`src/rtl/hci_core_per_adapter_pkg.sv`:
```
// Shared types and constants for the HCI core peripheral adapter: default bus widths,
// the adapter FSM state type and the word used to fill error responses.
package hci_core_per_adapter_pkg;

  localparam int unsigned DEFAULT_AW = 32;
  localparam int unsigned DEFAULT_DW = 32;
  localparam int unsigned DEFAULT_UW = 4;

  typedef enum logic [1:0] {
    IDLE,
    REQ,
    WAIT_RSP,
    ERR_RSP
  } hci_per_adapter_state_t;

  localparam logic [31:0] HCI_PER_ERR_WORD = 32'hbadacce5;

endpackage

```
`src/rtl/hci_core_intf.sv`:
```
// Minimal HCI core request/response bundle as seen by the peripheral adapter.
interface hci_core_intf #(
  parameter int unsigned AW = hci_core_per_adapter_pkg::DEFAULT_AW,
  parameter int unsigned DW = hci_core_per_adapter_pkg::DEFAULT_DW,
  parameter int unsigned UW = hci_core_per_adapter_pkg::DEFAULT_UW
) ();

  logic            req;
  logic            gnt;
  logic [AW-1:0]   add;
  logic            wen;
  logic [DW-1:0]   data;
  logic [DW/8-1:0] be;
  logic [UW-1:0]   user;
  logic            r_valid;
  logic [DW-1:0]   r_data;
  logic            r_opc;
  logic [UW-1:0]   r_user;

  modport slave (
    input  req, add, wen, data, be, user,
    output gnt, r_valid, r_data, r_opc, r_user
  );

  modport master (
    output req, add, wen, data, be, user,
    input  gnt, r_valid, r_data, r_opc, r_user
  );

endinterface

```
`src/rtl/hci_core_per_timeout_cnt.sv`:
```
// Saturating transaction-age counter for the peripheral adapter timeout.
// Only compiled when HCI_PER_ADAPTER_TIMEOUT_EN is defined.
`ifdef HCI_PER_ADAPTER_TIMEOUT_EN
module hci_core_per_timeout_cnt #(
  parameter int unsigned TIMEOUT_CYCLES = 256
) (
  input  logic clk,
  input  logic rst,
  input  logic clear,
  input  logic enable,
  output logic expired
);

  localparam int unsigned CW = $clog2(TIMEOUT_CYCLES);
  localparam logic [CW-1:0] LIMIT = CW'(TIMEOUT_CYCLES - 1);

  logic [CW-1:0] count;

  // Holds at the limit so a grant exactly at the limit still times out if no response follows.
  always_ff @(posedge clk or posedge rst) begin
    if (rst) begin
      count <= '0;
    end else if (clear) begin
      count <= '0;
    end else if (enable && !expired) begin
      count <= count + CW'(1);
    end
  end

  assign expired = (count == LIMIT);

endmodule
`endif

```
`src/rtl/hci_core_per_adapter.sv`:
```
// Bridges the HCI core filter's peripheral port onto a flat single-outstanding peripheral bus.
// Define HCI_PER_ADAPTER_TIMEOUT_EN to answer stalled transactions with an error beat.
module hci_core_per_adapter
  import hci_core_per_adapter_pkg::*;
#(
  parameter int unsigned AW             = DEFAULT_AW,
  parameter int unsigned DW             = DEFAULT_DW,
  parameter int unsigned UW             = DEFAULT_UW,
  parameter int unsigned TIMEOUT_CYCLES = 256
) (
  input  logic            clk_i,
  input  logic            rst_i,
  input  logic            clear_i,
  hci_core_intf.slave     slave,
  output logic            per_req_o,
  output logic [AW-1:0]   per_add_o,
  output logic            per_wen_o,
  output logic [DW-1:0]   per_data_o,
  output logic [DW/8-1:0] per_be_o,
  input  logic            per_gnt_i,
  input  logic            per_r_valid_i,
  input  logic [DW-1:0]   per_r_data_i,
  input  logic            per_r_opc_i,
  output logic            busy_o,
  output logic            timeout_o
);

  if (TIMEOUT_CYCLES < 2) begin : g_bad_timeout
    $error("TIMEOUT_CYCLES must be at least 2");
  end
  if (DW % 32 != 0) begin : g_bad_dw
    $error("DW must be a multiple of 32");
  end

  hci_per_adapter_state_t state, next_state;

  logic [AW-1:0]   cap_add;
  logic            cap_wen;
  logic [DW-1:0]   cap_data;
  logic [DW/8-1:0] cap_be;
  logic [UW-1:0]   cap_user;
  logic            accept;
  logic            expired;
  logic            timeout;

  // A new request is taken when idle, or in the response cycle so back-to-back beats need no idle gap.
  assign accept = slave.req && !clear_i &&
                  ((state == IDLE) || ((state == WAIT_RSP) && per_r_valid_i));

`ifdef HCI_PER_ADAPTER_TIMEOUT_EN
  logic active;
  assign active = (state == REQ) || (state == WAIT_RSP);

  hci_core_per_timeout_cnt #(
    .TIMEOUT_CYCLES (TIMEOUT_CYCLES)
  ) u_timeout_cnt (
    .clk     (clk_i),
    .rst     (rst_i),
    .clear   (accept || clear_i),
    .enable  (active),
    .expired (expired)
  );

  always_ff @(posedge clk_i or posedge rst_i) begin
    if (rst_i) begin
      timeout <= 1'b0;
    end else if (clear_i) begin
      timeout <= 1'b0;
    end else if (next_state == ERR_RSP) begin
      timeout <= 1'b1;
    end
  end
`else
  assign expired = 1'b0;
  assign timeout = 1'b0;
`endif

  always_ff @(posedge clk_i or posedge rst_i) begin
    if (rst_i) begin
      state <= IDLE;
    end else begin
      state <= next_state;
    end
  end

  always_ff @(posedge clk_i or posedge rst_i) begin
    if (rst_i) begin
      cap_add  <= '0;
      cap_wen  <= 1'b0;
      cap_data <= '0;
      cap_be   <= '0;
      cap_user <= '0;
    end else if (accept) begin
      cap_add  <= slave.add;
      cap_wen  <= slave.wen;
      cap_data <= slave.data;
      cap_be   <= slave.be;
      cap_user <= slave.user;
    end
  end

  // Grant and response take priority over an expiring counter in the same cycle.
  always_comb begin
    next_state = state;
    case (state)
      IDLE: begin
        if (accept) next_state = REQ;
      end
      REQ: begin
        if (per_gnt_i)    next_state = WAIT_RSP;
        else if (expired) next_state = ERR_RSP;
      end
      WAIT_RSP: begin
        if (per_r_valid_i) next_state = accept ? REQ : IDLE;
        else if (expired)  next_state = ERR_RSP;
      end
      ERR_RSP: begin
        next_state = IDLE;
      end
      default: begin
        next_state = IDLE;
      end
    endcase
    if (clear_i) next_state = IDLE;
  end

  always_comb begin
    per_req_o     = (state == REQ) && !clear_i;
    slave.gnt     = accept;
    slave.r_valid = 1'b0;
    slave.r_data  = '0;
    slave.r_opc   = 1'b0;
    slave.r_user  = '0;
    case (state)
      WAIT_RSP: begin
        if (per_r_valid_i && !clear_i) begin
          slave.r_valid = 1'b1;
          slave.r_data  = per_r_data_i;
          slave.r_opc   = per_r_opc_i;
          slave.r_user  = cap_user;
        end
      end
      ERR_RSP: begin
        if (!clear_i) begin
          slave.r_valid = 1'b1;
          slave.r_data  = {(DW/32){HCI_PER_ERR_WORD}};
          slave.r_opc   = 1'b1;
          slave.r_user  = cap_user;
        end
      end
      default: begin
      end
    endcase
  end

  assign per_add_o  = cap_add;
  assign per_wen_o  = cap_wen;
  assign per_data_o = cap_data;
  assign per_be_o   = cap_be;
  assign busy_o     = (state != IDLE);
  assign timeout_o  = timeout;

endmodule

```
`src/flat_wrapper.sv`:
```
// flat-port wrapper written by rule: the top's interface ports become plain ports
module hci_core_per_adapter_flat import hci_core_per_adapter_pkg::*;
#(
  parameter int unsigned AW             = DEFAULT_AW,
  parameter int unsigned DW             = DEFAULT_DW,
  parameter int unsigned UW             = DEFAULT_UW,
  parameter int unsigned TIMEOUT_CYCLES = 256
)
  (clk_i, rst_i, clear_i, per_req_o, per_add_o, per_wen_o, per_data_o, per_be_o, per_gnt_i, per_r_valid_i, per_r_data_i, per_r_opc_i, busy_o, timeout_o, slave_req, slave_add, slave_wen, slave_data, slave_be, slave_user, slave_gnt, slave_r_valid, slave_r_data, slave_r_opc, slave_r_user);
  hci_core_intf #(.AW(AW), .DW(DW), .UW(UW)) slave_i ();
  input  logic clk_i;
  input  logic rst_i;
  input  logic clear_i;
  output logic per_req_o;
  output logic [AW-1:0] per_add_o;
  output logic per_wen_o;
  output logic [DW-1:0] per_data_o;
  output logic [DW/8-1:0] per_be_o;
  input  logic per_gnt_i;
  input  logic per_r_valid_i;
  input  logic [DW-1:0] per_r_data_i;
  input  logic per_r_opc_i;
  output logic busy_o;
  output logic timeout_o;
  input wire logic [$bits(slave_i.req)-1:0] slave_req;
  input wire logic [$bits(slave_i.add)-1:0] slave_add;
  input wire logic [$bits(slave_i.wen)-1:0] slave_wen;
  input wire logic [$bits(slave_i.data)-1:0] slave_data;
  input wire logic [$bits(slave_i.be)-1:0] slave_be;
  input wire logic [$bits(slave_i.user)-1:0] slave_user;
  output wire logic [$bits(slave_i.gnt)-1:0] slave_gnt;
  output wire logic [$bits(slave_i.r_valid)-1:0] slave_r_valid;
  output wire logic [$bits(slave_i.r_data)-1:0] slave_r_data;
  output wire logic [$bits(slave_i.r_opc)-1:0] slave_r_opc;
  output wire logic [$bits(slave_i.r_user)-1:0] slave_r_user;
  assign slave_i.req = slave_req;
  assign slave_i.add = slave_add;
  assign slave_i.wen = slave_wen;
  assign slave_i.data = slave_data;
  assign slave_i.be = slave_be;
  assign slave_i.user = slave_user;
  assign slave_gnt = slave_i.gnt;
  assign slave_r_valid = slave_i.r_valid;
  assign slave_r_data = slave_i.r_data;
  assign slave_r_opc = slave_i.r_opc;
  assign slave_r_user = slave_i.r_user;
  hci_core_per_adapter #(.AW(AW), .DW(DW), .UW(UW), .TIMEOUT_CYCLES(TIMEOUT_CYCLES)) u_core (.clk_i(clk_i), .rst_i(rst_i), .clear_i(clear_i), .slave(slave_i), .per_req_o(per_req_o), .per_add_o(per_add_o), .per_wen_o(per_wen_o), .per_data_o(per_data_o), .per_be_o(per_be_o), .per_gnt_i(per_gnt_i), .per_r_valid_i(per_r_valid_i), .per_r_data_i(per_r_data_i), .per_r_opc_i(per_r_opc_i), .busy_o(busy_o), .timeout_o(timeout_o));
endmodule
```
`config.mk`:
```
export PLATFORM = sky130hd
export DESIGN_NAME = hci_core_per_adapter_flat
export DESIGN_NICKNAME = d
export VERILOG_FILES = /design/src/rtl/hci_core_per_adapter_pkg.sv /design/src/rtl/hci_core_intf.sv /design/src/rtl/hci_core_per_timeout_cnt.sv /design/src/rtl/hci_core_per_adapter.sv /design/src/flat_wrapper.sv
export SDC_FILE = /design/constraint.sdc
export NUM_CORES = 1
export LEC_CHECK = 0
export ABC_AREA = 0
export CAP_MARGIN = 20
export CORE_MARGIN = 2
export CORE_UTILIZATION = 36
export CTS_CLUSTER_DIAMETER = 80
export DETAILED_ROUTE_END_ITERATION = 8
export PLACE_DENSITY = 0.81
export SYNTH_ARGS = -nofsm -noshare
export SYNTH_HDL_FRONTEND = slang
export SYNTH_SLANG_ARGS = --single-unit
```
`constraint.sdc`:
```
create_clock -name clk_i -period 3.7 [get_ports clk_i]
set_clock_uncertainty 0.15 [all_clocks]
set_input_delay 1.11 -clock clk_i [delete_from_list [all_inputs] [get_ports clk_i]]
set_output_delay 1.11 -clock clk_i [all_outputs]
set_load 0.005 [all_outputs]
```
==> results of run 1 <==
## cells in the mapped netlist
cell      instances  area, um^2
and2_1           17         106
or2_2             1        6.26
nor2_1            2        7.51
a21oi_1           1        5.00
clkbuf_1          5        18.8
nand2b_1          1        6.26
buf_2             2        10.0
nand2_1          41         154
o21ai_0           1        5.00
nand3b_1          2        15.0
or4b_4            1        13.8
mux2_2           25         282
buf_4             1        7.51
inv_1             3        11.3
nor2b_1           1        6.26
conb_1            1        3.75
nor4bb_1          1        10.0
mux2_4           48         721
dfrtp_1          75        1880
nor3b_1           1        7.51
buf_6             6        67.6
## repair_timing
item,CTS,global route
gates cloned,3,0
pin swaps,2,2
gates resized for setup,52,7
setup endpoints to repair,40,9
setup buffers,6,1
## metal layers
metal  share of wire  vias to the layer above  global-route usage
met3           0.060                       14              0.0557
li1                -                     1251                   -
met1            0.42                     1308               0.247
met4           0.017                        0              0.0611
met5               0                        -                   0
met2            0.50                       98               0.298
## through the flow
stage / util / cell area (um^2) / hold WS (ns) / setup TNS, ns / setup WS, ns
floorplan: - / 3340 / 0.320 / 0 / 0.380
global placement: 0.622 / 5670 / 0.331 / -14.04 / -0.406
detailed placement: 0.622 / 5670 / 0.340 / -16.15 / -0.470
CTS: 0.654 / 5960 / 0.361 / 0 / 0.00373
global route: 0.658 / 6000 / 0.371 / 0 / 0.00404
finish: 0.658 / 6000 / 0.357 / 0 / 0.0725
## cell families after synthesis
family | after synthesis
flops | 75
simple gates | 68
buf+inv | 17
mux | 73
compound gates | 2
other cells | 1
## flip-flops by register name, indices dropped and copies added (netlist names)
name	flops
u_core.per_data_o	32
u_core.cap_user	4
u_core.per_add_o	32
u_core.per_wen_o	1
u_core.state	2
u_core.per_be_o	4
## cells in the final DEF, fill, tap and decap left out, types with 2 or more instances in the layout
cell type	n
clkbuf_8	9
mux2_4	48
nor2_1	2
dlygate4sd2_1	36
clkdlybuf4s50_1	180
nand3b_1	2
inv_1	2
and2_1	16
buf_6	5
clkdlybuf4s15_1	3
bufinv_16	3
nand2_1	41
inv_6	2
mux2_2	25
dfrtp_1	75
buf_4	10
## path summary, 6_finish.rpt
kind                                                start                                end  slack [ns]
max                                         per_r_valid_i                   slave_r_data[13]        0.07
min                        u_core.per_be_o[1]$_DFFE_PP0P_     u_core.per_be_o[1]$_DFFE_PP0P_        0.36
max reg2reg                   u_core.state[1]$_DFFE_PP0P_       u_core.per_wen_o$_DFFE_PP0P_        1.39
min reg2reg                u_core.per_be_o[1]$_DFFE_PP0P_     u_core.per_be_o[1]$_DFFE_PP0P_        0.36
max in group asynchronous                           rst_i  u_core.per_data_o[21]$_DFFE_PP0P_        2.06
min in group asynchronous                           rst_i   u_core.per_add_o[25]$_DFFE_PP0P_        1.02
## layout make-up
class                      instances  share of cell area
sequential                        75               0.313
inverter                           3             0.00188
clock inverter                     7              0.0207
multi-input combinational        144               0.230
clock buffer                       9              0.0207
tap                              111              0.0232
timing repair buffer             238               0.391
## report_power, final
group | internal [mW] | leakage [nW] | switching (mW)
clock | 0.454 | 0.120 | 0.319
sequential | 0.988 | 0.885 | 0.0920
combinational | 0.585 | 1.96 | 0.208
total | 2.03 | 2.96 | 0.618
==> flow_summary_export.csv, run 1 <==
group,metric,value,unit
timing,slew_viol_final,0,
place,placed_cells,561,
timing,finalCritPeriodShare,0.980,
floorplanning,initial_core_util,0.367,
layout,layout-drive-gt1-share,0.237,
logic_synthesis,synth_warnings,0,
worst_setup_path,cp_slowest_cell,"clkdlybuf4s15_1",
logic_synthesis,synth_cell_types,21,
worst_setup_path,cp.required,2.44,ns
layout,fill_cells,700,
logic_synthesis,ys_seq_area_frac,0.562,
worst_hold_path,hold_depth,1,
worst_setup_path,cp_max_fo,7,
cts,cts_sinks,75,
layout,synthToLayoutAreaGrowth,79.5,%
cts,clk_latency,0.34,ns
layout,diodes,0,
logic_synthesis,synth_cells,236,
detailed_routing,routed_wl,9.50,mm
worst_setup_path,slowest_delay,0.26,ns
place,dpl.hpwl,6.86,mm
worst_setup_path,crit_type,"input port to output port",
grt,antenna_found_initial,0,
logic_synthesis,avgSynthCellArea,14.2,um^2
logic_synthesis,synth_compound_area_frac,0.00300,
timing,setup_viol,0,
logic_synthesis,synthesis.nets,348,
floorplanning,die_w,100,um
detailed_routing,dr.pass1.iters,4,
logic_synthesis,synth_seq_cells,75,
logic_synthesis,synth_xor_area_frac,0,
logic_synthesis,synth-simple-area-share,0.0996,
detailed_routing,first_iter_violations,67,
cts,clk_pin_slew_worst_paths,0.08,ns
place,port_buffers,221,
cts,htree_levels,3,
worst_setup_path,cpMostUsedCell,"buf_4",
timing,rsz0062_at_grt,"false",
cts,cts_inserted_buffers,9,
worst_hold_path,hp-class,"register to register",
cts,cts_tree,"built",
timing,fmax,0.276,GHz
worst_setup_path,worst-path-buf-inv,5,
detailed_routing,via_per_inst,4.55,
grt,grt_usage,0.188,
logic_synthesis,synth-adder-area-share,0,
worst_setup_path,cp.depth,7,
status,status,"completed",
worst_setup_path,arrival,2.37,ns
worst_setup_path,critPathTopFamily,"buffers and inverters",
logic_synthesis,synth_mux_area_frac,0.300,
power_and_ir_drop,p_leak,2.96,nW
detailed_routing,wl_per_cell,16.2,um
cts,clockRootBuffer,"clkbuf_8",
power_and_ir_drop,ir_worst_vdd,0.000343,V
grt,grt_max_degree,76,
cts,hold_buffers,0,
worst_setup_path,cp_cell_sequence,"clkdlybuf4s15_1 > nor4bb_4 > buf_4 > buf_4 > buf_6 > and2_4 > dlygate4sd2_1",
layout,nets,583,
timing,final.min_clock_period,3.63,ns
detailed_routing,dr_total_vias,2671,
worst_setup_path,r2r_cells,5,
power_and_ir_drop,cellPowerDensity,441,nW/um^2
detailed_routing,drc,0,
layout,multi_input_area,1380,um^2
cts,clockBufferDepth,2,
power_and_ir_drop,power,2.64,mW
floorplanning,die_area,10100,um^2
run,drv_cap,0,
layout,ff_latch_area,1880,um^2
logic_synthesis,synth_top_family_by_area,"multiplexers",
grt,first_global_vias,2762,
worst_setup_path,end_kind,"output port",
floorplanning,die_height,100,um
worst_setup_path,start_kind,"input port",
timing,hold_violations,0,
floorplanning,core,9110,um^2
place,finalWeightedCongestion,0.751,
logic_synthesis,synth_area,3340,um^2
floorplanning,io_pins,223,
detailed_routing,ant_nets,0,
floorplanning,num_rows,35,
grt,grt_overflow,0,
grt,grt_pass1_wl,14.7,mm
layout,fin_cells,587,
(Power assumes the default switching activity.)
==> run 2: changes to the inputs <==
==> constraint.sdc (replaced) <==
create_clock -name clk_i -period 3.7 [get_ports clk_i]
set_clock_uncertainty 0.15 [all_clocks]
set_input_delay 0.74 -clock clk_i [delete_from_list [all_inputs] [get_ports clk_i]]
set_output_delay 0.74 -clock clk_i [all_outputs]
set_load 0.005 [all_outputs]
==> flow_summary_export.csv, run 2 (synthesized netlist as in run 1, its figures left out) <==
group,metric,value,unit
worst_hold_path,min_to,"u_core.per_data_o[19]$_DFFE_PP0P_",
power_and_ir_drop,ir_worst_vdd,0.000235,V
detailed_routing,via_per_inst,4.54,
grt,first_global_vias,2646,
status,status,"completed",
grt,grt_max_degree,75,
power_and_ir_drop,cellPowerDensity,435,nW/um^2
grt,grt_pass1_wl,14.3,mm
power_and_ir_drop,seqPwrFrac,0.423,
worst_setup_path,arrival,2.59,ns
timing,final.min_clock_period,3.48,ns
timing,hold_violations,0,
worst_setup_path,r2r_cells,4,
timing,whs,0.355,ns
worst_setup_path,r2r_start,"u_core.state[1]$_DFFE_PP0P_",
power_and_ir_drop,sw_frac_of_total,0.237,
floorplanning,initial_core_util,0.367,
run,drv_cap,0,
timing,rsz0062_at_grt,"false",
worst_setup_path,worst-path-buf-inv,3,
floorplanning,die_height,100,um
timing,worst_pin_slew,0.656,ns
floorplanning,die_area,10100,um^2
detailed_routing,drc,0,
cts,cts_inserted_buffers,9,
worst_setup_path,cp_cell_sequence,"clkdlybuf4s50_1 > nor4bb_4 > buf_4 > and2_1 > clkdlybuf4s50_1",
worst_setup_path,critPathTopFamily,"buffers and inverters",
cts,htree_levels,3,
worst_setup_path,rrSetupSlack,1.58,ns
grt,antenna_found_initial,0,
floorplanning,io_pins,223,
cts,cts_setup_buffers,0,
grt,grt_usage,0.182,
power_and_ir_drop,p_leak,2.68,nW
layout,fill_cells,712,
worst_hold_path,hp-start,"u_core.per_data_o[19]$_DFFE_PP0P_",
place,placed_cells,559,
worst_setup_path,cp_slowest_cell,"clkdlybuf4s50_1",
worst_setup_path,crit_type,"input port to output port",
layout,utilization,0.646,
detailed_routing,wl_per_cell,16.4,um
timing,finalCritPeriodShare,0.940,
detailed_routing,first_iter_violations,47,
detailed_routing,dr_total_vias,2611,
worst_setup_path,slowest_delay,0.54,ns
layout,diodes,0,
detailed_routing,routed_wl,9.41,mm
worst_setup_path,r2r_end,"u_core.per_add_o[28]$_DFFE_PP0P_",
power_and_ir_drop,netSwitchingPower,0.605,mW
cts,clockBufferDepth,2,
worst_setup_path,end_kind,"output port",
floorplanning,core,9110,um^2
cts,hold_buffers,0,
power_and_ir_drop,p_clk_frac,0.268,
cts,cts_resized,0,
worst_setup_path,cpMostUsedCell,"clkdlybuf4s50_1",
worst_setup_path,cp.required,2.81,ns
floorplanning,die_w,100,um
place,finalWeightedCongestion,0.776,
timing,fin_setup_tns,0,ns
power_and_ir_drop,p_int,1.95,mW
timing,setup_viol,0,
cts,clockRootBuffer,"clkbuf_8",
grt,grt_overflow,0,
layout,layout-drive-gt1-share,0.209,
timing,fmax,0.287,GHz
floorplanning,num_rows,35,
layout,fin_cells,575,
worst_hold_path,hp-class,"register to register",
cts,cts_sinks,75,
timing,slew_viol_final,0,
timing,slew_headroom,0.562,
layout,multi_input_area,1360,um^2
worst_setup_path,start_kind,"input port",
worst_setup_path,cp_max_fo,33,
layout,ff_latch_area,1880,um^2
detailed_routing,dr.pass1.iters,5,
cts,clk_latency,0.34,ns
layout,layout_commonest_cell,"clkdlybuf4s50_1",
place,dpl.hpwl,7.02,mm
power_and_ir_drop,pwr-share-comb,0.309,
layout,synthToLayoutAreaGrowth,76.1,%
detailed_routing,ant_nets,0,
power_and_ir_drop,power,2.56,mW
place,port_buffers,221,
layout,nets,571,
worst_hold_path,hold_depth,1,
cts,clk_pin_slew_worst_paths,0.07,ns
cts,cts_tree,"built",
layout,final_cell_mix,"clkdlybuf4s50_1 (221), dfrtp_1 (75), mux2_4 (48)",
run 2: cell types whose count changed in the layout (fill, tap and decap cells not counted), sizes merged, moves of 3 or more:
cell,before,now
clkdlybuf4s50,180,221
clkdlybuf4s15,3,0
dlygate4sd2,36,0
buf,18,5
run 2: routing by layer:
metal  track usage  share of wire
met1         0.238           0.42
met2         0.289           0.50
met3        0.0578          0.072
met4        0.0622          0.013
met5             0              0
run 2: power groups by stage:
stage | clock [mW] | sequential, mW | combinational [mW]
floorplan | 0 | 1.10 | 0.278
global placement | 0 | 1.08 | 0.787
detailed placement | 0 | 1.10 | 0.795
CTS | 0.708 | 1.08 | 0.803
global route | 0.745 | 1.10 | 0.840
finish | 0.686 | 1.08 | 0.792
run 2: area by class of cell:
class	instances	share of cell area
well taps	111	0.0236
clock inverters	6	0.0151
flip-flops and latches	75	0.319
inverters	3	0.00191
clock buffers	10	0.0217
repair buffers	226	0.387
multi-input cells	144	0.232
run 2: stage by stage:
stage | area (um^2) | worst slack, ns
after floorplan | 3340 | 0.900
after global placement | 5670 | 0.293
after detailed placement | 5670 | 0.221
after CTS | 5880 | 0.217
after global routing | 5880 | 0.115
final | 5880 | 0.220
run 2: how the worst max path moves through the flow:
stage,startpoint,end,slack [ns],cells past startpoint
2_1_floorplan,rst_i,u_core.cap_user[0]$_DFFE_PP0P_,0.90,1
3_3_place_gp,clear_i,slave_r_data[25],0.29,6
3_5_place_dp,clear_i,slave_r_data[16],0.22,5
4_1_cts,clear_i,slave_r_data[16],0.22,5
5_1_grt,clear_i,slave_r_data[11],0.12,6
6_report,clear_i,slave_r_data[26],0.22,5
==> run 3: changes to the inputs <==
--- a/config.mk
+++ b/config.mk
@@ -9,7 +9,7 @@
 export CAP_MARGIN = 20
 export CORE_MARGIN = 2
 export CORE_UTILIZATION = 36
-export CTS_CLUSTER_DIAMETER = 80
+export CTS_CLUSTER_DIAMETER = 200
 export DETAILED_ROUTE_END_ITERATION = 8
 export PLACE_DENSITY = 0.81
 export SYNTH_ARGS = -nofsm -noshare
==> results of run 3 <==
No change in the layout: final DEF, timing and power equal those of run 2.
